`config.mk`:
```
export PLATFORM = sky130hd
export DESIGN_NAME = hazard_ctrl_flat
export DESIGN_NICKNAME = d
export VERILOG_FILES = /design/src/rtl/hazard_ctrl_if.sv /design/src/rtl/hazard_ctrl.sv /design/src/flat_wrapper.sv
export SDC_FILE = /design/constraint.sdc
export NUM_CORES = 1
export LEC_CHECK = 0
export BUFFER_PORTS_ARGS = -buffer_cell sky130_fd_sc_hd__buf_2
export CORE_ASPECT_RATIO = 0.6
export CORE_UTILIZATION = 50
export CTS_BUF_LIST = sky130_fd_sc_hd__clkbuf_2
export CTS_CLUSTER_SIZE = 20
export DETAILED_ROUTE_END_ITERATION = 8
export HOLD_SLACK_MARGIN = 0.02
export PLACE_DENSITY_LB_ADDON = 0.08
export SYNTH_ARGS = -nofsm -noshare
export SYNTH_HDL_FRONTEND = slang
export SYNTH_SLANG_ARGS = --single-unit
```
`constraint.sdc`:
```
create_clock -name clk -period 3.6 [get_ports clk]
set_clock_uncertainty 0.05 [all_clocks]
set_input_delay 0.9 -clock clk [delete_from_list [all_inputs] [get_ports clk]]
set_output_delay 0.9 -clock clk [all_outputs]
set_load 0.05 [all_outputs]
```
`src/rtl/hazard_ctrl_if.sv`:
```
// Hazard controller bus: pipeline-side hazard inputs and the stall/flush
// controls, debug state and performance counters returned to the pipeline.
interface hazard_ctrl_if #(
   parameter int CNT_W = 16
) ();

   // Pipeline observations
   logic [4:0]       id_rs;
   logic [4:0]       id_rt;
   logic             id_uses_rt;
   logic             ex_memread;
   logic [4:0]       ex_rt;
   logic             mem_pcsrc;
   logic             ext_hold;

   // Pipeline controls and debug/perf outputs
   logic             pc_stall;
   logic             ifid_stall;
   logic             ifid_flush;
   logic             idex_flush;
   logic             exmem_flush;
   logic [1:0]       state_o;
   logic [CNT_W-1:0] stall_cnt;
   logic [CNT_W-1:0] flush_cnt;
   logic             hold_err;

   // Pipeline side: supplies hazard information, consumes controls
   modport master (
      output id_rs, id_rt, id_uses_rt, ex_memread, ex_rt, mem_pcsrc, ext_hold,
      input  pc_stall, ifid_stall, ifid_flush, idex_flush, exmem_flush,
      input  state_o, stall_cnt, flush_cnt, hold_err
   );

   // Hazard controller side
   modport slave (
      input  id_rs, id_rt, id_uses_rt, ex_memread, ex_rt, mem_pcsrc, ext_hold,
      output pc_stall, ifid_stall, ifid_flush, idex_flush, exmem_flush,
      output state_o, stall_cnt, flush_cnt, hold_err
   );

endinterface

```
`src/rtl/hazard_ctrl.sv`:
```
// Hazard controller: detects load-use hazards, taken branches resolved in
// MEM and debug hold requests, and produces registered stall/flush controls
// for the IF/ID, ID/EX and EX/MEM registers. Controls change on posedge so
// they are stable when the pipeline registers capture on negedge.
module hazard_ctrl #(
   parameter int CNT_W    = 16,
   parameter int MAX_HOLD = 255
) (
   input  logic         clk,
   input  logic         reset,
   hazard_ctrl_if.slave bus
);

   localparam int TMR_W = $clog2(MAX_HOLD + 1);

   localparam logic [CNT_W-1:0] CNT_MAX  = {CNT_W{1'b1}};
   localparam logic [CNT_W-1:0] CNT_ONE  = CNT_W'(1);
   localparam logic [TMR_W-1:0] HOLD_LIM = TMR_W'(MAX_HOLD);
   localparam logic [TMR_W-1:0] TMR_ONE  = TMR_W'(1);

   typedef enum logic [1:0] {
      ST_RUN      = 2'd0,
      ST_LU_STALL = 2'd1,
      ST_BR_FLUSH = 2'd2,
      ST_HOLD     = 2'd3
   } state_e;

   // Control vector order: {pc_stall, ifid_stall, ifid_flush, idex_flush, exmem_flush}
   function automatic logic [4:0] decode_ctrl(input state_e s);
      logic [4:0] c;
      case (s)
         ST_RUN:      c = 5'b00000;
         ST_LU_STALL: c = 5'b11010;
         ST_BR_FLUSH: c = 5'b00111;
         ST_HOLD:     c = 5'b11010;
         default:     c = 5'b00000;
      endcase
      return c;
   endfunction

   state_e           state_q,     state_d;
   logic [4:0]       ctrl_q,      ctrl_d;
   logic [CNT_W-1:0] stall_cnt_q, stall_cnt_d;
   logic [CNT_W-1:0] flush_cnt_q, flush_cnt_d;
   logic [TMR_W-1:0] hold_tmr_q,  hold_tmr_d;
   logic             hold_err_q,  hold_err_d;
   logic             lu_s;
   logic             stalling_s;

   // Load-use hazard: load in EX writes a register the ID instruction reads ($zero excluded)
   always_comb begin
      lu_s = 1'b0;
      if (bus.ex_memread && (bus.ex_rt != 5'd0)) begin
         lu_s = (bus.ex_rt == bus.id_rs) || (bus.id_uses_rt && (bus.ex_rt == bus.id_rt));
      end else begin
         lu_s = 1'b0;
      end
   end

   // Next state: branch flush beats hold beats load-use; a flush never re-triggers on its own branch
   always_comb begin
      state_d = ST_RUN;
      case (state_q)
         ST_BR_FLUSH: begin
            if (bus.ext_hold) begin
               state_d = ST_HOLD;
            end else if (lu_s) begin
               state_d = ST_LU_STALL;
            end else begin
               state_d = ST_RUN;
            end
         end
         ST_RUN, ST_LU_STALL, ST_HOLD: begin
            if (bus.mem_pcsrc) begin
               state_d = ST_BR_FLUSH;
            end else if (bus.ext_hold) begin
               state_d = ST_HOLD;
            end else if (lu_s) begin
               state_d = ST_LU_STALL;
            end else begin
               state_d = ST_RUN;
            end
         end
         default: state_d = ST_RUN;
      endcase
   end

   // Controls are decoded from the upcoming state so they leave the flop together with it
   always_comb begin
      ctrl_d = decode_ctrl(state_d);
   end

   // Performance counters: stall cycles counted per cycle spent stalled, flushes per entry
   always_comb begin
      stalling_s  = (state_q == ST_LU_STALL) || (state_q == ST_HOLD);
      stall_cnt_d = stall_cnt_q;
      flush_cnt_d = flush_cnt_q;
      if (stalling_s && (stall_cnt_q != CNT_MAX)) begin
         stall_cnt_d = stall_cnt_q + CNT_ONE;
      end else begin
         stall_cnt_d = stall_cnt_q;
      end
      if ((state_d == ST_BR_FLUSH) && (state_q != ST_BR_FLUSH) && (flush_cnt_q != CNT_MAX)) begin
         flush_cnt_d = flush_cnt_q + CNT_ONE;
      end else begin
         flush_cnt_d = flush_cnt_q;
      end
   end

   // Hold timer tracks consecutive HOLD cycles; the error flag is sticky once the limit is reached
   always_comb begin
      hold_tmr_d = '0;
      hold_err_d = hold_err_q;
      if (state_d == ST_HOLD) begin
         if (hold_tmr_q != HOLD_LIM) begin
            hold_tmr_d = hold_tmr_q + TMR_ONE;
         end else begin
            hold_tmr_d = hold_tmr_q;
         end
      end else begin
         hold_tmr_d = '0;
      end
      if (hold_tmr_d == HOLD_LIM) begin
         hold_err_d = 1'b1;
      end else begin
         hold_err_d = hold_err_q;
      end
   end

   // State, control and counter registers with asynchronous active-low reset
   always_ff @(posedge clk or negedge reset) begin
      if (!reset) begin
         state_q     <= ST_RUN;
         ctrl_q      <= 5'b00000;
         stall_cnt_q <= '0;
         flush_cnt_q <= '0;
         hold_tmr_q  <= '0;
         hold_err_q  <= 1'b0;
      end else begin
         state_q     <= state_d;
         ctrl_q      <= ctrl_d;
         stall_cnt_q <= stall_cnt_d;
         flush_cnt_q <= flush_cnt_d;
         hold_tmr_q  <= hold_tmr_d;
         hold_err_q  <= hold_err_d;
      end
   end

   assign bus.pc_stall    = ctrl_q[4];
   assign bus.ifid_stall  = ctrl_q[3];
   assign bus.ifid_flush  = ctrl_q[2];
   assign bus.idex_flush  = ctrl_q[1];
   assign bus.exmem_flush = ctrl_q[0];
   assign bus.state_o     = state_q;
   assign bus.stall_cnt   = stall_cnt_q;
   assign bus.flush_cnt   = flush_cnt_q;
   assign bus.hold_err    = hold_err_q;

endmodule
```
`src/flat_wrapper.sv`:
```
// flat-port wrapper written by rule: the top's interface ports become plain ports
module hazard_ctrl_flat 
#(
   parameter int CNT_W    = 16,
   parameter int MAX_HOLD = 255
)
  (clk, reset, bus_id_rs, bus_id_rt, bus_id_uses_rt, bus_ex_memread, bus_ex_rt, bus_mem_pcsrc, bus_ext_hold, bus_pc_stall, bus_ifid_stall, bus_ifid_flush, bus_idex_flush, bus_exmem_flush, bus_state_o, bus_stall_cnt, bus_flush_cnt, bus_hold_err);
  hazard_ctrl_if #(.CNT_W(CNT_W)) bus_i ();
  input  logic clk;
  input  logic reset;
  input wire logic [$bits(bus_i.id_rs)-1:0] bus_id_rs;
  input wire logic [$bits(bus_i.id_rt)-1:0] bus_id_rt;
  input wire logic [$bits(bus_i.id_uses_rt)-1:0] bus_id_uses_rt;
  input wire logic [$bits(bus_i.ex_memread)-1:0] bus_ex_memread;
  input wire logic [$bits(bus_i.ex_rt)-1:0] bus_ex_rt;
  input wire logic [$bits(bus_i.mem_pcsrc)-1:0] bus_mem_pcsrc;
  input wire logic [$bits(bus_i.ext_hold)-1:0] bus_ext_hold;
  output wire logic [$bits(bus_i.pc_stall)-1:0] bus_pc_stall;
  output wire logic [$bits(bus_i.ifid_stall)-1:0] bus_ifid_stall;
  output wire logic [$bits(bus_i.ifid_flush)-1:0] bus_ifid_flush;
  output wire logic [$bits(bus_i.idex_flush)-1:0] bus_idex_flush;
  output wire logic [$bits(bus_i.exmem_flush)-1:0] bus_exmem_flush;
  output wire logic [$bits(bus_i.state_o)-1:0] bus_state_o;
  output wire logic [$bits(bus_i.stall_cnt)-1:0] bus_stall_cnt;
  output wire logic [$bits(bus_i.flush_cnt)-1:0] bus_flush_cnt;
  output wire logic [$bits(bus_i.hold_err)-1:0] bus_hold_err;
  assign bus_i.id_rs = bus_id_rs;
  assign bus_i.id_rt = bus_id_rt;
  assign bus_i.id_uses_rt = bus_id_uses_rt;
  assign bus_i.ex_memread = bus_ex_memread;
  assign bus_i.ex_rt = bus_ex_rt;
  assign bus_i.mem_pcsrc = bus_mem_pcsrc;
  assign bus_i.ext_hold = bus_ext_hold;
  assign bus_pc_stall = bus_i.pc_stall;
  assign bus_ifid_stall = bus_i.ifid_stall;
  assign bus_ifid_flush = bus_i.ifid_flush;
  assign bus_idex_flush = bus_i.idex_flush;
  assign bus_exmem_flush = bus_i.exmem_flush;
  assign bus_state_o = bus_i.state_o;
  assign bus_stall_cnt = bus_i.stall_cnt;
  assign bus_flush_cnt = bus_i.flush_cnt;
  assign bus_hold_err = bus_i.hold_err;
  hazard_ctrl #(.CNT_W(CNT_W), .MAX_HOLD(MAX_HOLD)) u_core (.clk(clk), .reset(reset), .bus(bus_i));
endmodule
```
==> metrics.md <==
| Metric | Value |
|---|---|
| RSZ-0062 raised after global routing | no |
| Starting density of the core | 0.548 |
| Later-pin clock latency in the skew report | 0.41 ns |
| Num CTS Buffers | 5 |
| Synth cell types | 45 |
| Worst path bufs/invs | 1 |
| Routed WL | 4780 µm |
| Area grow syn2layout | 15.0% |
| Setup TNS | 0 ns |
| Simple-gate share of the synthesized area | 0.223 |
| Via-to-Cell Ratio | 5.45 |
| Core Area | 0.00432 mm² |
| Antenna viol nets, final | 0 |
| Pre-CTS worst setup slack | roughly 1.3 ns |
| Post-synthesis sequential area ratio | 0.475 |
| CTS Sinks | 45 |
| Worst Path Required | 2.65 ns |
| Pin count of the biggest net entering global routing | 46 |
| Min Tclk post-route | around 2.4 ns |
| Cell Area, Synth | 0.00237 mm² |
| Yosys reg bits | 45 |
| Dpl cell area | 0.00268 mm² |
| Full die area | 0.00503 mm² |
| Data arrival time of the worst path | 1.43 ns |
| Leakage power | 1.27 nW |
| YS warnings | 0 |
| Post-DR wirelength/cell | 13.9 µm |
| Post-synthesis xor/xnor area fraction | 0.152 |
| Diode count | 0 |
| Post-layout net count | 306 |
| Syn Inst Count | about 220 |
| Maximum fanout along the worst path | 14 |
| Worst-Margin Slew | 0.950 ns |
| Reg-to-Reg Start | u_core.hold_tmr_q[0]$_DFF_PN0_ |
| H-tree depth | 2 |
| Max incr delay on CP | 0.67 ns |
| CTS tree | built |
| Clock Tree Root | clkbuf_2 |
| Layout cells sized above 1 | 0.290 |
| Total power | 0.00141 W |
| Io pins | 61 |
| Most frequent cells in the layout | buf_2, dfrtp_1, xnor2_1 |
| Gpl congestion | between 0.8 and 0.9 |
| Residual DRC | 0 |
| Die Span Y | approximately 55 µm |
| Worst path cell trace | buf_2 |
| DP HPWL | 3550 µm |
| Port bufs | 60 |
| Drt pass-1 iters | 4 |
| Row cnt | 18 |
| Ys flop type | dfrtp_1 |
| Crit Path Category | reg2out |
| Post-synth EDFFs | 0 |
| Largest family of logic cells by synthesized area | simple AND/OR/NAND/NOR gates |
| Min-delay worst type | reg2reg |
| Drt initial violations | 60 |
| Crit-path slowest cell | dfrtp_1 |
| Fin. Hold Viols | 0 |
| Peak supply drop | between 500 and 600 µV |
| Outcome | finished clean |
| Post-route cell area | 0.00272 mm² |
| Slew Viols, Final | 0 |
| Initial antenna violation count | 0 |
| Via count | 1868 |
| Commonest non-fill, non-tap cell in the layout | buf_2 |
| Crit path from | u_core.ctrl_q[3]$_DFF_PN0_ |
| Post-Syn Nets | 247 |
| Adder-Cell Fraction of Synth Area | 0.0158 |
| Final Cycle Share | 0.662 |
| Number of global-route vias before repair | 1688 |
| Max Fclk | 420 MHz |
| Total track usage | 0.203 |
| Max-Cap Viols | 0 |
| Startpoint Class | flip-flop |
| Worst rel slew slack | 0.367 |
| Compound-cell area share of the yosys netlist | 0.0829 |
| CTS Hold Bufs | 0 |
| Setup crit end kind | output pin |
| First-pass GRT wire length | 8000 µm |
| Hold_sp | u_core.bus.hold_err$_DFFE_PN0N_ |
| P per Cell Area | 519 mW/mm² |
| Mux cell area share after synthesis | 0.0158 |
| Final WS setup | around 1.2 ns |
| Clk slew on worst S/H paths | 0.21 ns |
| Number of fill cells | 376 |
| Grt total ovfl | 0 |
| Avg Cell Area, Syn | 10.6 µm² |
| Longest Clk Path Bufs | 2 |
| Delay-heaviest family, CP | flip-flops |
| Post-CTS Setup Repair Bufs | 0 |
| Die width | 90.9 µm |
| CTS resizes | 0 |
| Async SR Flop Fraction | 1.00 |
| Final setup viols | 0 |
## synthesized netlist by cell type (2+ instances only)
master | n | share of area
nand4_1 | 12 | 0.032
nor4_1 | 2 | 0.0053
mux2_2 | 2 | 0.0095
buf_6 | 2 | 0.0095
buf_4 | 3 | 0.0095
ha_1 | 3 | 0.016
inv_1 | 6 | 0.0095
or3_1 | 2 | 0.0053
nor2_1 | 8 | 0.013
xor2_1 | 13 | 0.048
nand2_1 | 16 | 0.025
nand3_1 | 15 | 0.032
a211oi_1 | 4 | 0.013
and3_1 | 10 | 0.026
a21oi_1 | 7 | 0.015
nor2b_1 | 2 | 0.0053
nor3_1 | 8 | 0.017
or2_2 | 2 | 0.0053
xnor2_1 | 28 | 0.10
dfrtp_1 | 45 | 0.48
and4_1 | 2 | 0.0074
nand2b_1 | 4 | 0.011
a31oi_1 | 3 | 0.0079
buf_2 | 3 | 0.0063
## cell type report
cell class              instances  area, µm²  area share
multi-input cells             164       1160       0.426
flip-flops and latches         45       1130       0.413
repair buffers                 60        300       0.110
well taps                      60       75.1      0.0276
clock buffers                   8       40.0      0.0147
inverters                       6       22.5     0.00827
## power breakdown
| part | internal (W) | switching, W | leakage (nW) | total (W) |
|---|---|---|---|---|
| registers | 0.000580 | 0.0000904 | 0.591 | 0.000671 |
| clock network | 0.0000572 | 0.000157 | 0.0332 | 0.000214 |
| logic | 0.000149 | 0.000379 | 0.649 | 0.000528 |
## worst register-to-register path, cell delays in order (launching register included)
cell and delay (ns):
dfrtp_1 0.56, ha_1 0.31, and3_1 0.41, a311oi_2 0.15, a211oi_1 0.29, nor4b_2 0.09, a31o_1 0.21
## layer usage
layer / vias up / track usage / share of wire
li1: 910 / - / -
met1: 877 / 0.298 / 0.52
met2: 74 / 0.291 / 0.41
met3: 7 / 0.0579 / 0.067
met4: 0 / 0.0635 / 0.0096
met5: - / 0 / 0
## cell families (layout without fill, tap and decap cells)
| logic type | Yosys count | in the layout |
|---|---|---|
| fa+ha+maj | 3 | 3 |
| xor+xnor | 41 | 41 |
| compound gates | 25 | 25 |
| simple gates | 92 | 92 |
| flops | 45 | 45 |
| buf+inv | 14 | 74 |
| mux | 3 | 3 |
## final timing paths
| check | cells after the start | endpoint | slack, ns |
|---|---|---|---|
| max in group asynchronous | 1 | u_core.bus.flush_cnt[6]$_DFFE_PN0P_ | 2.35 |
| setup / recovery | 1 | bus_ifid_stall | 1.22 |
| min in group asynchronous | 1 | u_core.bus.stall_cnt[2]$_DFFE_PN0P_ | 0.54 |
| hold reg to reg | 1 | u_core.bus.hold_err$_DFFE_PN0N_ | 0.45 |
| setup reg to reg | 6 | u_core.bus.hold_err$_DFFE_PN0N_ | 1.46 |
| hold / removal | 1 | u_core.bus.hold_err$_DFFE_PN0N_ | 0.45 |
## registers in the layout, summed over array words and instances (netlist names)
name / cells
u_core.bus.flush_cnt: 16
u_core.bus.hold_err: 1
u_core.bus.stall_cnt: 16
u_core.bus.state_o: 1
u_core.ctrl_q: 3
u_core.hold_tmr_q: 8
## through the flow
stage,cells,util,hold slack [ns]
2_1_floorplan,223,-,0.455
3_3_place_gp,335,0.621,0.410
3_5_place_dp,335,0.621,0.404
4_1_cts,343,0.630,0.456
5_1_grt,343,0.630,0.474
6_report,343,0.630,0.448
Power figures use the tool's default switching activity.
